**config.mk**
```make
export PLATFORM = sky130hd
export DESIGN_NAME = controlador_display_mux_flat
export DESIGN_NICKNAME = d
export VERILOG_FILES = /design/src/rtl/controlador_display_mux_if.sv /design/src/rtl/controlador_display_mux.sv /design/src/flat_wrapper.sv
export SDC_FILE = /design/constraint.sdc
export NUM_CORES = 1
export LEC_CHECK = 0
export CAP_MARGIN = 25
export CORE_ASPECT_RATIO = 0.5
export CORE_MARGIN = 3
export CORE_UTILIZATION = 30
export CTS_CLUSTER_SIZE = 8
export DETAILED_ROUTE_END_ITERATION = 8
export PLACE_DENSITY = 0.57
export SETUP_SLACK_MARGIN = 0.2
export SLEW_MARGIN = 20
export SYNTH_ARGS = -nofsm -noshare
export SYNTH_HDL_FRONTEND = slang
export SYNTH_SLANG_ARGS = --single-unit
```
**constraint.sdc**
```tcl
create_clock -name clk -period 2.3 [get_ports clk]
set_input_delay 0.69 -clock clk [delete_from_list [all_inputs] [get_ports clk]]
set_output_delay 0.69 -clock clk [all_outputs]
set_load 0.01 [all_outputs]
```
**src/rtl/controlador_display_mux_if.sv**
```systemverilog
// Bus bundle for the 7-segment scan controller.
// master: drives enable, packed BCD digits, dot requests and the blanking mode, and receives the display pins.
// slave: the controller side, which receives those inputs and drives bcd_out, anodo_n, dp_n and fim_quadro.
interface controlador_display_mux_if #(
  parameter int N_DIGITOS = 4
);
  logic                     enable;
  logic [4*N_DIGITOS-1:0]   digitos_in;
  logic [N_DIGITOS-1:0]     pontos_in;
  logic                     apaga_zeros;
  logic [3:0]               bcd_out;
  logic [N_DIGITOS-1:0]     anodo_n;
  logic                     dp_n;
  logic                     fim_quadro;

  modport master (
    output enable, digitos_in, pontos_in, apaga_zeros,
    input  bcd_out, anodo_n, dp_n, fim_quadro
  );

  modport slave (
    input  enable, digitos_in, pontos_in, apaga_zeros,
    output bcd_out, anodo_n, dp_n, fim_quadro
  );
endinterface

```
**src/rtl/controlador_display_mux.sv**
```systemverilog
// Time-multiplexed scan controller for an N-digit common-anode 7-segment display.
// Each slot starts with a blanked guard time, then lights one anode. All outputs are registered.
// Ports: clk and reset (synchronous, active-high), plus the controlador_display_mux_if slave bundle.
// The bundle carries enable, the digits, the dots, apaga_zeros, bcd_out, anodo_n, dp_n and fim_quadro.
// The digit, dot and blanking inputs are snapshotted once per frame, so changes only appear at frame boundaries.
module controlador_display_mux #(
  parameter int N_DIGITOS   = 4,
  parameter int DIV_REFRESH = 50000,
  parameter int GUARDA      = 500
) (
  input  logic                      clk,
  input  logic                      reset,
  controlador_display_mux_if.slave  bus
);

  localparam int IW = (N_DIGITOS > 1) ? $clog2(N_DIGITOS) : 1;
  localparam int CW = (DIV_REFRESH > 1) ? $clog2(DIV_REFRESH) : 1;

  localparam logic [CW-1:0] CNT_GUARDA_FIM = CW'(GUARDA - 1);
  localparam logic [CW-1:0] CNT_SLOT_FIM   = CW'(DIV_REFRESH - 1);
  localparam logic [IW-1:0] IDX_ULTIMO     = IW'(N_DIGITOS - 1);

  typedef enum logic [1:0] {
    EST_OCIOSO = 2'd0,
    EST_GUARDA = 2'd1,
    EST_ATIVO  = 2'd2
  } estado_t;

  estado_t                 estado, estado_nxt;
  logic [CW-1:0]           cnt, cnt_nxt;
  logic [IW-1:0]           idx, idx_nxt;
  logic [4*N_DIGITOS-1:0]  snap_dig, snap_dig_nxt;
  logic [N_DIGITOS-1:0]    snap_pts, snap_pts_nxt;
  logic                    snap_apz, snap_apz_nxt;

  logic [3:0]              bcd_nxt;
  logic [N_DIGITOS-1:0]    anodo_nxt;
  logic                    dp_nxt;
  logic                    fim_nxt;
  logic                    apagado;

  // A digit is blanked when it is not the rightmost one and it and every digit to its left are zero.
  function automatic logic zero_a_esquerda(
    input logic [IW-1:0]          pos,
    input logic [4*N_DIGITOS-1:0] dig,
    input logic                   apz
  );
    logic todos_zero;
    todos_zero = 1'b1;
    for (int i = 0; i < N_DIGITOS; i++) begin
      if ((i >= int'(pos)) && (dig[4*i +: 4] != 4'd0)) todos_zero = 1'b0;
    end
    return apz && (pos != '0) && todos_zero;
  endfunction

  always_ff @(posedge clk) begin
    if (reset) begin
      estado         <= EST_OCIOSO;
      cnt            <= '0;
      idx            <= '0;
      snap_dig       <= '0;
      snap_pts       <= '0;
      snap_apz       <= 1'b0;
      bus.bcd_out    <= 4'hF;
      bus.anodo_n    <= '1;
      bus.dp_n       <= 1'b1;
      bus.fim_quadro <= 1'b0;
    end else begin
      estado         <= estado_nxt;
      cnt            <= cnt_nxt;
      idx            <= idx_nxt;
      snap_dig       <= snap_dig_nxt;
      snap_pts       <= snap_pts_nxt;
      snap_apz       <= snap_apz_nxt;
      bus.bcd_out    <= bcd_nxt;
      bus.anodo_n    <= anodo_nxt;
      bus.dp_n       <= dp_nxt;
      bus.fim_quadro <= fim_nxt;
    end
  end

  always_comb begin
    estado_nxt   = estado;
    cnt_nxt      = cnt;
    idx_nxt      = idx;
    snap_dig_nxt = snap_dig;
    snap_pts_nxt = snap_pts;
    snap_apz_nxt = snap_apz;
    fim_nxt      = 1'b0;
    bcd_nxt      = 4'hF;
    anodo_nxt    = '1;
    dp_nxt       = 1'b1;
    apagado      = 1'b0;

    if (!bus.enable) begin
      // Dropping enable abandons the frame at once; no end-of-frame pulse is produced.
      estado_nxt = EST_OCIOSO;
      cnt_nxt    = '0;
      idx_nxt    = '0;
    end else begin
      unique case (estado)
        EST_OCIOSO: begin
          estado_nxt   = EST_GUARDA;
          cnt_nxt      = '0;
          idx_nxt      = '0;
          snap_dig_nxt = bus.digitos_in;
          snap_pts_nxt = bus.pontos_in;
          snap_apz_nxt = bus.apaga_zeros;
        end
        EST_GUARDA: begin
          if (cnt == CNT_GUARDA_FIM) estado_nxt = EST_ATIVO;
          cnt_nxt = cnt + 1'b1;
        end
        EST_ATIVO: begin
          if (cnt == CNT_SLOT_FIM) begin
            cnt_nxt    = '0;
            estado_nxt = EST_GUARDA;
            if (idx == IDX_ULTIMO) begin
              idx_nxt      = '0;
              snap_dig_nxt = bus.digitos_in;
              snap_pts_nxt = bus.pontos_in;
              snap_apz_nxt = bus.apaga_zeros;
              fim_nxt      = 1'b1;
            end else begin
              idx_nxt = idx + 1'b1;
            end
          end else begin
            cnt_nxt = cnt + 1'b1;
          end
        end
        default: begin
          estado_nxt = EST_OCIOSO;
          cnt_nxt    = '0;
          idx_nxt    = '0;
        end
      endcase
    end

    // Outputs are derived from the next state, so the output registers line up with the state registers.
    if (estado_nxt != EST_OCIOSO) begin
      apagado = zero_a_esquerda(idx_nxt, snap_dig_nxt, snap_apz_nxt);
      bcd_nxt = apagado ? 4'hF : snap_dig_nxt[{idx_nxt, 2'b00} +: 4];
      if (estado_nxt == EST_ATIVO) begin
        dp_nxt = ~snap_pts_nxt[idx_nxt];
        if (!apagado) anodo_nxt[idx_nxt] = 1'b0;
      end
    end
  end

endmodule
```
**src/flat_wrapper.sv**
```systemverilog
// flat-port wrapper written by rule: the top's interface ports become plain ports
module controlador_display_mux_flat 
#(
  parameter int N_DIGITOS   = 4,
  parameter int DIV_REFRESH = 50000,
  parameter int GUARDA      = 500
)
  (clk, reset, bus_enable, bus_digitos_in, bus_pontos_in, bus_apaga_zeros, bus_bcd_out, bus_anodo_n, bus_dp_n, bus_fim_quadro);
  controlador_display_mux_if #(.N_DIGITOS(N_DIGITOS)) bus_i ();
  input  logic clk;
  input  logic reset;
  input wire logic [$bits(bus_i.enable)-1:0] bus_enable;
  input wire logic [$bits(bus_i.digitos_in)-1:0] bus_digitos_in;
  input wire logic [$bits(bus_i.pontos_in)-1:0] bus_pontos_in;
  input wire logic [$bits(bus_i.apaga_zeros)-1:0] bus_apaga_zeros;
  output wire logic [$bits(bus_i.bcd_out)-1:0] bus_bcd_out;
  output wire logic [$bits(bus_i.anodo_n)-1:0] bus_anodo_n;
  output wire logic [$bits(bus_i.dp_n)-1:0] bus_dp_n;
  output wire logic [$bits(bus_i.fim_quadro)-1:0] bus_fim_quadro;
  assign bus_i.enable = bus_enable;
  assign bus_i.digitos_in = bus_digitos_in;
  assign bus_i.pontos_in = bus_pontos_in;
  assign bus_i.apaga_zeros = bus_apaga_zeros;
  assign bus_bcd_out = bus_i.bcd_out;
  assign bus_anodo_n = bus_i.anodo_n;
  assign bus_dp_n = bus_i.dp_n;
  assign bus_fim_quadro = bus_i.fim_quadro;
  controlador_display_mux #(.N_DIGITOS(N_DIGITOS), .DIV_REFRESH(DIV_REFRESH), .GUARDA(GUARDA)) u_core (.clk(clk), .reset(reset), .bus(bus_i));
endmodule
```
Yosys cells after proc, flatten, opt, wreduce, memory -nomap -nowiden
Index checks and enable logic that the tools add are counted.
W data, S select, Z words.
Word-level totals
  flip-flop bits (word level): 51
  word-level logic and storage cells: 81
  input port bits: 24
  output and inout port bits: 10
Cells by class
  equality and inequality tests: 6
  muxes and demuxes: 32
  add/subtract/negate cells: 2
  magnitude comparators: 5
  shift-type cells: 1
  bitwise gates (word level): 7
  reduce and logical (&&, ||, !) cells: 18
Operator list (count)
  $mux W16: 4
  $pmux W16 S2: 2
  $add A16 B1 Y16 const B: 1
  $eq A16 B16 Y1 const B: 1
  $eq A16 B9 Y1 const B: 1
  $reduce_bool A4 Y1: 4
  $shiftx A16 B5 Y4: 1
  $mux W2: 6
  $mux W4: 3
  $mux W1: 11
  $pmux W4 S2: 1
  $reduce_or A4 Y1: 2
  $eq A2 B2 Y1 const B: 3
  $logic_and A1 B1 Y1: 6
  $not A1 Y1: 6
  $pmux W2 S3: 1
  $reduce_or A3 Y1: 2
  $ge A1 B2 Y1 const A: 2
  $not A4 Y4: 1
  $pmux W2 S2: 1
  $reduce_bool A2 Y1: 2
  $lt A2 B3 Y1 const B: 1
  $add A2 B1 Y2 const B: 1
  $bmux W1 S2: 1
  other kinds (7): 7

Depth between registers and ports, before layout
Gate-level depths: netlist of the first run.
  word-level depth: 14
  depth in mapped cells: 11

Least setup slack after synthesis of the first run
Ideal clock, no wire load.
  kind: reg-to-reg
  from: register u_core.cnt[0]
  to: register u_core.bus.bcd_out[0]
  library setup time: 0.124 ns
  stages on the path, launching flop included: 11
  buffers on the path: 2
  data arrival time: 2.297 ns
  setup slack: -0.121 ns
  period minus slack after synthesis: 2.421 ns
  cell sequence: dfxtp_1 ha_1 and3_1 buf_2 nand4_2 o311ai_4 and2_1 buf_6 a211oi_1 a211o_1 o21bai_1
Between the ends
  word-level cells in the longest chain between the ends: 13
Ends and longest elaborated chain
  from (decl): line controlador_display_mux.sv:30  | logic [CW-1:0] cnt, cnt_nxt;
  from (signal assigned): line controlador_display_mux.sv:70  | cnt <= cnt_nxt;
  $eq A16 B16 Y1: line controlador_display_mux.sv:115  | if (cnt == CNT_SLOT_FIM) begin
  $mux W2 or $mux W16 (tied branches): line controlador_display_mux.sv:115
  $pmux W2 S2 or $pmux W16 S2 (tied branches): line controlador_display_mux.sv:101  | unique case (estado)
  $mux W2 or $mux W16 (tied branches): line controlador_display_mux.sv:95  | if (!bus.enable) begin
  $ge A1 B2 Y1 or $reduce_bool A4 Y1 (tied branches): line controlador_display_mux.sv:51  | if ((i >= int'(pos)) && (dig[4*i +: 4] != 4'd0)) todos_zero = 1'b0;
  $logic_and A1 B1 Y1: line controlador_display_mux.sv:51
  $mux W1 (4 in series): line controlador_display_mux.sv:51
  $mux W1: line controlador_display_mux.sv:140  | if (estado_nxt != EST_OCIOSO) begin
  $logic_and A1 B1 Y1: line controlador_display_mux.sv:53  | return apz && (pos != '0) && todos_zero;
  $reduce_or A3 Y1 (no line)
  to (signal assigned): line controlador_display_mux.sv:75  | bus.bcd_out <= bcd_nxt;
  to (decl): line controlador_display_mux_if.sv:23  | output bcd_out, anodo_n, dp_n, fim_quadro
Several ways; a longest one is shown, not always the timed one. The select of a mux whose other input is x is not followed.
A chain may end at the register's enable or synchronous reset.

Final worst setup path of the first run
  from: register u_core.cnt[12]
  to: register u_core.bus.bcd_out[2]
Same word-level chain as after synthesis.

==> flow_summary.ini, run 1 <==
[timing]
tightest_slew_ns = 0.439
final-setup-viol-count = 8
finalClockSkew_ns = 0.0110
hold_viol = 0
slew_headroom_pct = 70.5
rsz0062_at_grt = yes
setup_tns_ns = -1.29
max_clock_freq_mhz = 389
period_needed_ns = 2.57
setup_ws_ns = -0.269
maxSlewViolCount = 0
finalCritPeriodShare_pct = 112

[clock_tree]
htreeDepth = 2
worstSkewPairLatency_ns = 0.29
clockBufferDepth = 2
cts_tree = yes
hold_buffers = 0
clock-sinks = 51
cts-root-buf = clkbuf_16
cts.reportedPaths.clkPinSlew_ns = 0.07
cts_buffers = 5

[routing]
drt-initial-drc-count = 180
wl_per_cell_um = 14.7
drc = 0
firstDrtPassIters = 5
vias_per_cell = 5.02
vias = 2514
ant_nets = 0
drt_wl_total_mm = 7.35

[setup_path]
cp-endpoint = u_core.bus.bcd_out[2]
r2r_cells = 12
timing.rr.end = u_core.bus.bcd_out[2]
crit_chain = buf_6 > nor4_4 > buf_4 > nand4_4 > buf_6 > buf_12 > o311ai_4 > buf_6 > nand2_4 > mux2i_1 > a211oi_1 > o21ai_1
start_kind = register
required_ns = 2.47
r2r_start = u_core.cnt[12]
ff2ff_setup_slack_ns = -0.27
cp_common_cell = buf_6
crit_path_max_fanout = 9
cp_slowest_cell = nor4_4
crit_buf_inv = 5
critPathLaunch = u_core.cnt[12]
critical-path-top-delay-family = buffers and inverters
cp_num_cells = 12
crit_arrival_ns = 2.74
cp-end-kind = register
cp_slowest_stage_delay_ns = 0.38
path_class = register to register

[yosys]
async_flop_share_pct = 0
netlist_area_mm2 = 0.00247
synth_flop_cell = dfxtp_1
yosys.area.top_type = dfxtp_1
synth_nets = 300
syn-instance-count = 270
synth_edf_count = 0
seq_area_frac_synth_pct = 41.3
avgSynthCellArea_um2 = 9.16
synth_top_area_share_pct = 41.3
synthTopCellsByArea = dfxtp_1 (41%), nor2_1 (5.9%), a22oi_1 (4.3%)
yosysUniqueCellTypes = 63
synth.yosys.warnings = 0
yosys_register_bits = 51

[floorplan]
die-width_um = 134
num_rows = 22
start_util_pct = 32.3
die_h_um = 70.2
core_mm2 = 0.00765
ioPinCount = 34
dieArea_mm2 = 0.00943

[grt]
antenna_found_initial = 0
grt_start_max_net_pins = 17
grt_pass1_vias = 2525
grt_usage_pct = 15.8
grt_pass1_wl_mm = 11.9
grt-ovfl-total = 0

[final_layout]
multi_input_area_mm2 = 0.00161
drive_above_1_share_pct = 42.5
num-fill-cells = 704
areaGrowthSynthToFinish_pct = 65.8
final_common_cell = buf_4
fin_nets = 422
fin_cells = 501
fin_area_mm2 = 0.00410
antennaDiodeCount = 0
register_area_mm2 = 0.00103
mostFrequentLayoutCells = buf_4 (71), dfxtp_1 (47), nor2_1 (32), clkdlybuf4s50_1 (32), buf_6 (18)

[power]
p_total_mw = 2.03
ir_drop_v = 0.000477
leakage_nw = 1.61
p_per_area_mw_per_mm2 = 494

[outcome]
violations = setup timing
status = finished with violations

[run]
maxCapViolations = 0

[placed_design]
placed_cells = 473
gp_congestion = 0.861
place_ws_ns = -0.594
hpwlAfterDp_mm = 5.25
placed_cell_area_mm2 = 0.00349
port_buffers = 33

[worst_hold_path]
hp-class = register to register
[worst min-delay path by stage]
stage,cells after the start,to,slack [ns],from
final,2,u_core.snap_pts[2],0.51,u_core.snap_pts[2]
after global routing,2,u_core.snap_pts[2],0.55,u_core.snap_pts[2]
after CTS,2,u_core.snap_pts[2],0.52,u_core.snap_pts[2]
after detailed placement,2,u_core.snap_pts[2],0.50,u_core.snap_pts[2]
after global placement,2,u_core.snap_dig[2],0.49,u_core.snap_dig[2]
after floorplan,1,u_core.cnt[0],0.42,u_core.cnt[0]
[metal layers]
metal | share of wire (%) | global-route usage, %
met4 | 1.7 | 5.98
met2 | 49 | 25.9
met3 | 3.6 | 4.39
met1 | 46 | 19.9
met5 | 0 | 0
[registers in the layout, indices dropped and copies added, names as in the netlist]
name and count:
u_core.snap_apz 1, u_core.bus.dp_n 1, u_core.bus.bcd_out 4, u_core.snap_dig 16, u_core.idx 2, u_core.bus.anodo_n 4, u_core.cnt 16, u_core.snap_pts 4
u_core.estado 2, u_core.bus.fim_quadro 1
[area by class of cell]
type	instances	area share [%]
flip-flops and latches	51	25.0
inverters	5	0.458
well taps	108	3.30
clock buffers	7	3.23
clock inverters	1	0.122
repair buffers	128	28.5
multi-input cells	201	39.3
[synth_stat cells, types with 2 or more instances]
library cell and n:
o21ai_1 3, nor3_1 4, o21bai_1 2, a22o_1 4, a211oi_1 5, nand3b_1 2
a21boi_0 2, nand4_1 4, nor4_1 2, clkbuf_1 6, nand2_1 20, buf_2 3
xnor2_1 5, o21ai_0 4, or3_1 2, nor2_1 39, and3_1 3, or4_1 3
a22oi_1 14, and2_1 2, nand3_1 12, inv_1 5, nand2b_1 2, a222oi_1 3
xor2_1 9, mux2i_1 5, a21oi_1 9, dfxtp_1 51, a211o_1 2, ha_1 6
o31a_1 4, and3_2 2
[worst register-to-register path, stage by stage, from the launching register on]
cell      delay (ns)
dfxtp_2         0.32
buf_6           0.11
nor4_4          0.38
buf_4           0.20
nand4_4         0.09
buf_6           0.15
buf_12          0.12
o311ai_4        0.27
buf_6           0.21
nand2_4         0.07
mux2i_1         0.12
a211oi_1        0.29
o21ai_1         0.12
[kinds of logic (layout without fill, tap and decap cells)]
| family | Yosys count | after routing | share of synthesized area [%] |
|---|---|---|---|
| xor+xnor | 14 | 14 | 4.96 |
| compound gates | 69 | 69 | 22.9 |
| buf+inv | 18 | 141 | 3.39 |
| mux | 6 | 6 | 2.48 |
| flops | 51 | 51 | 41.3 |
| fa+ha+maj | 6 | 6 | 3.04 |
| simple gates | 106 | 106 | 22.0 |
[per-stage QoR]
step                hold slack [ns]  util [%]
global route                  0.545      53.6
floorplan                     0.420         -
finish                        0.506      53.6
global placement              0.493      45.7
detailed placement            0.502      45.7
CTS                           0.517      50.9
[what timing repair did]
action,CTS,global route
setup buffers,13,7
pin swaps,15,11
gates resized for setup,37,41
setup endpoints to repair,22,29
[power breakdown]
part / internal [mW] / switching, mW / leakage [nW] / total, mW
combinational: 0.214 / 0.157 / 1.12 / 0.371
sequential: 0.911 / 0.0147 / 0.418 / 0.925
clock: 0.403 / 0.327 / 0.0679 / 0.730
total: 1.53 / 0.498 / 1.61 / 2.03
(Power assumes the default switching activity.)
==> run 2: changes to the inputs <==
--- a/config.mk
+++ b/config.mk
@@ -12,5 +12,5 @@
 export CTS_CLUSTER_SIZE = 8
 export DETAILED_ROUTE_END_ITERATION = 8
-export PLACE_DENSITY = 0.57
+export PLACE_DENSITY = 0.55
 export SETUP_SLACK_MARGIN = 0.2
 export SLEW_MARGIN = 20
==> constraint.sdc (replaced) <==
create_clock -name clk -period 3.23 [get_ports clk]
set_input_delay 0.969 -clock clk [delete_from_list [all_inputs] [get_ports clk]]
set_output_delay 0.969 -clock clk [all_outputs]
set_load 0.005 [all_outputs]
==> flow_summary.ini, run 2 (synthesis gave the netlist of run 1 again) <==
[outcome]
status = completed

[placed_design]
place_ws_ns = 0.0305
port_buffers = 33
gp_congestion = 0.861
hpwlAfterDp_mm = 4.53

[grt]
grt_pass1_vias = 2080
grt-ovfl-total = 0
grt_usage_pct = 13.0
antenna_found_initial = 0
grt_pass1_wl_mm = 9.96
grt_start_max_net_pins = 20

[routing]
drc = 0
wl_per_cell_um = 14.1
met1_length_mm = 2.86
drt-initial-drc-count = 196
vias = 2142
vias_per_cell = 5.10
highest-signal-layer = met4
wl_met3_um = 266
drt_wl_total_mm = 5.90
firstDrtPassIters = 5
wl_met2_mm = 2.72
ant_nets = 0

[floorplan]
dieArea_mm2 = 0.00943
ioPinCount = 34
num_rows = 22
core_mm2 = 0.00765
die-width_um = 134
start_util_pct = 32.3
die_h_um = 70.2

[clock_tree]
clock-sinks = 51
cts_setup_buffers = 0
worstSkewPairLatency_ns = 0.29
cts-root-buf = clkbuf_16
cts.reportedPaths.clkPinSlew_ns = 0.06
hold_buffers = 0
clockBufferDepth = 2
cts_tree = yes
cts_buffers = 5
htreeDepth = 2

[final_layout]
fin_util_pct = 40.8
mostFrequentLayoutCells = dfxtp_1 (51), nor2_1 (39), clkdlybuf4s50_1 (33)
largest_registers = u_core.cnt: 16 flops, u_core.snap_dig: 16 flops
drive_above_1_share_pct = 12.2
fin_nets = 341
antennaDiodeCount = 0
final_common_cell = dfxtp_1
areaGrowthSynthToFinish_pct = 26.4

[power]
power_frac_comb_pct = 11.8
p_sw_share_pct = 23.5
p_int_mw = 1.02
ir_drop_v = 0.000219
leakage_nw = 1.12
power_switching_mw = 0.312
p_per_area_mw_per_mm2 = 425
p_seq_share_pct = 49.5
pwr-share-clk_pct = 38.7

[timing]
finalCritPeriodShare_pct = 89.9
slew_headroom_pct = 69.4
finalClockSkew_ns = 0.00336
setup_tns_ns = 0
rsz0062_at_grt = no
tightest_slew_ns = 0.455
max_clock_freq_mhz = 344
final-setup-viol-count = 0
period_needed_ns = 2.90
hold_viol = 0
maxSlewViolCount = 0
setup_ws_ns = 0.325

[setup_path]
path_class = input pin to register
crit_arrival_ns = 3.07
crit_path_max_fanout = 9
start_kind = input pin
cp-end-kind = register
required_ns = 3.40

[run]
maxCapViolations = 0

[worst_hold_path]
hp-class = register to register
run 2: timing repair:
action,in CTS,in global routing
gates resized for setup,0,1
hold endpoints to repair,0,0
endpoints found under the setup margin,0,3
run 2: worst paths after layout:
check	from	endpoint	slack, ns	cells after the start
max	bus_enable	u_core.bus.bcd_out[1]	0.33	9
min	u_core.cnt[0]	u_core.cnt[0]	0.46	1
max reg2reg	u_core.cnt[0]	u_core.bus.bcd_out[1]	0.54	8
min reg2reg	u_core.cnt[0]	u_core.cnt[0]	0.46	1
run 2: through the flow:
stage / area, um2 / instances / hold WS, ns / power, mW
floorplan: 2470 / 270 / 0.418 / 0.756
global placement: 2980 / 412 / 0.427 / 0.826
detailed placement: 2980 / 412 / 0.451 / 0.827
CTS: 3120 / 420 / 0.467 / 1.35
global route: 3130 / 420 / 0.498 / 1.39
finish: 3130 / 420 / 0.456 / 1.33
run 2: worst max-delay path: stages:
cell and delay (ns):
clkdlybuf4s50_1 0.54, buf_4 0.15, and2_1 0.33, nand3_1 0.13, mux2i_1 0.23, a31o_2 0.22
a211oi_1 0.06, a211o_1 0.28, o21bai_1 0.15
run 2: power by group through the flow:
stage	logic, mW	clock network (mW)	registers [mW]
5_1_grt	0.175	0.557	0.658
3_3_place_gp	0.155	0	0.671
4_1_cts	0.157	0.533	0.657
2_1_floorplan	0.0874	0	0.669
3_5_place_dp	0.156	0	0.671
6_report	0.157	0.514	0.657
run 2: layer usage:
layer / global-route usage, % / vias up
met5: 0 / -
met4: 3.16 / 0
met3: 3.67 / 7
met2: 20.9 / 47
met1: 17.2 / 1009
li1: - / 1079
run 2: cell type report:
class	count	area [um2]
clock inverters	2	12.5
repair buffers	47	435
clock buffers	6	129
multi-input cells	201	1370
flip-flops and latches	51	1020
inverters	5	18.8
fillers	775	4530
well taps	108	135
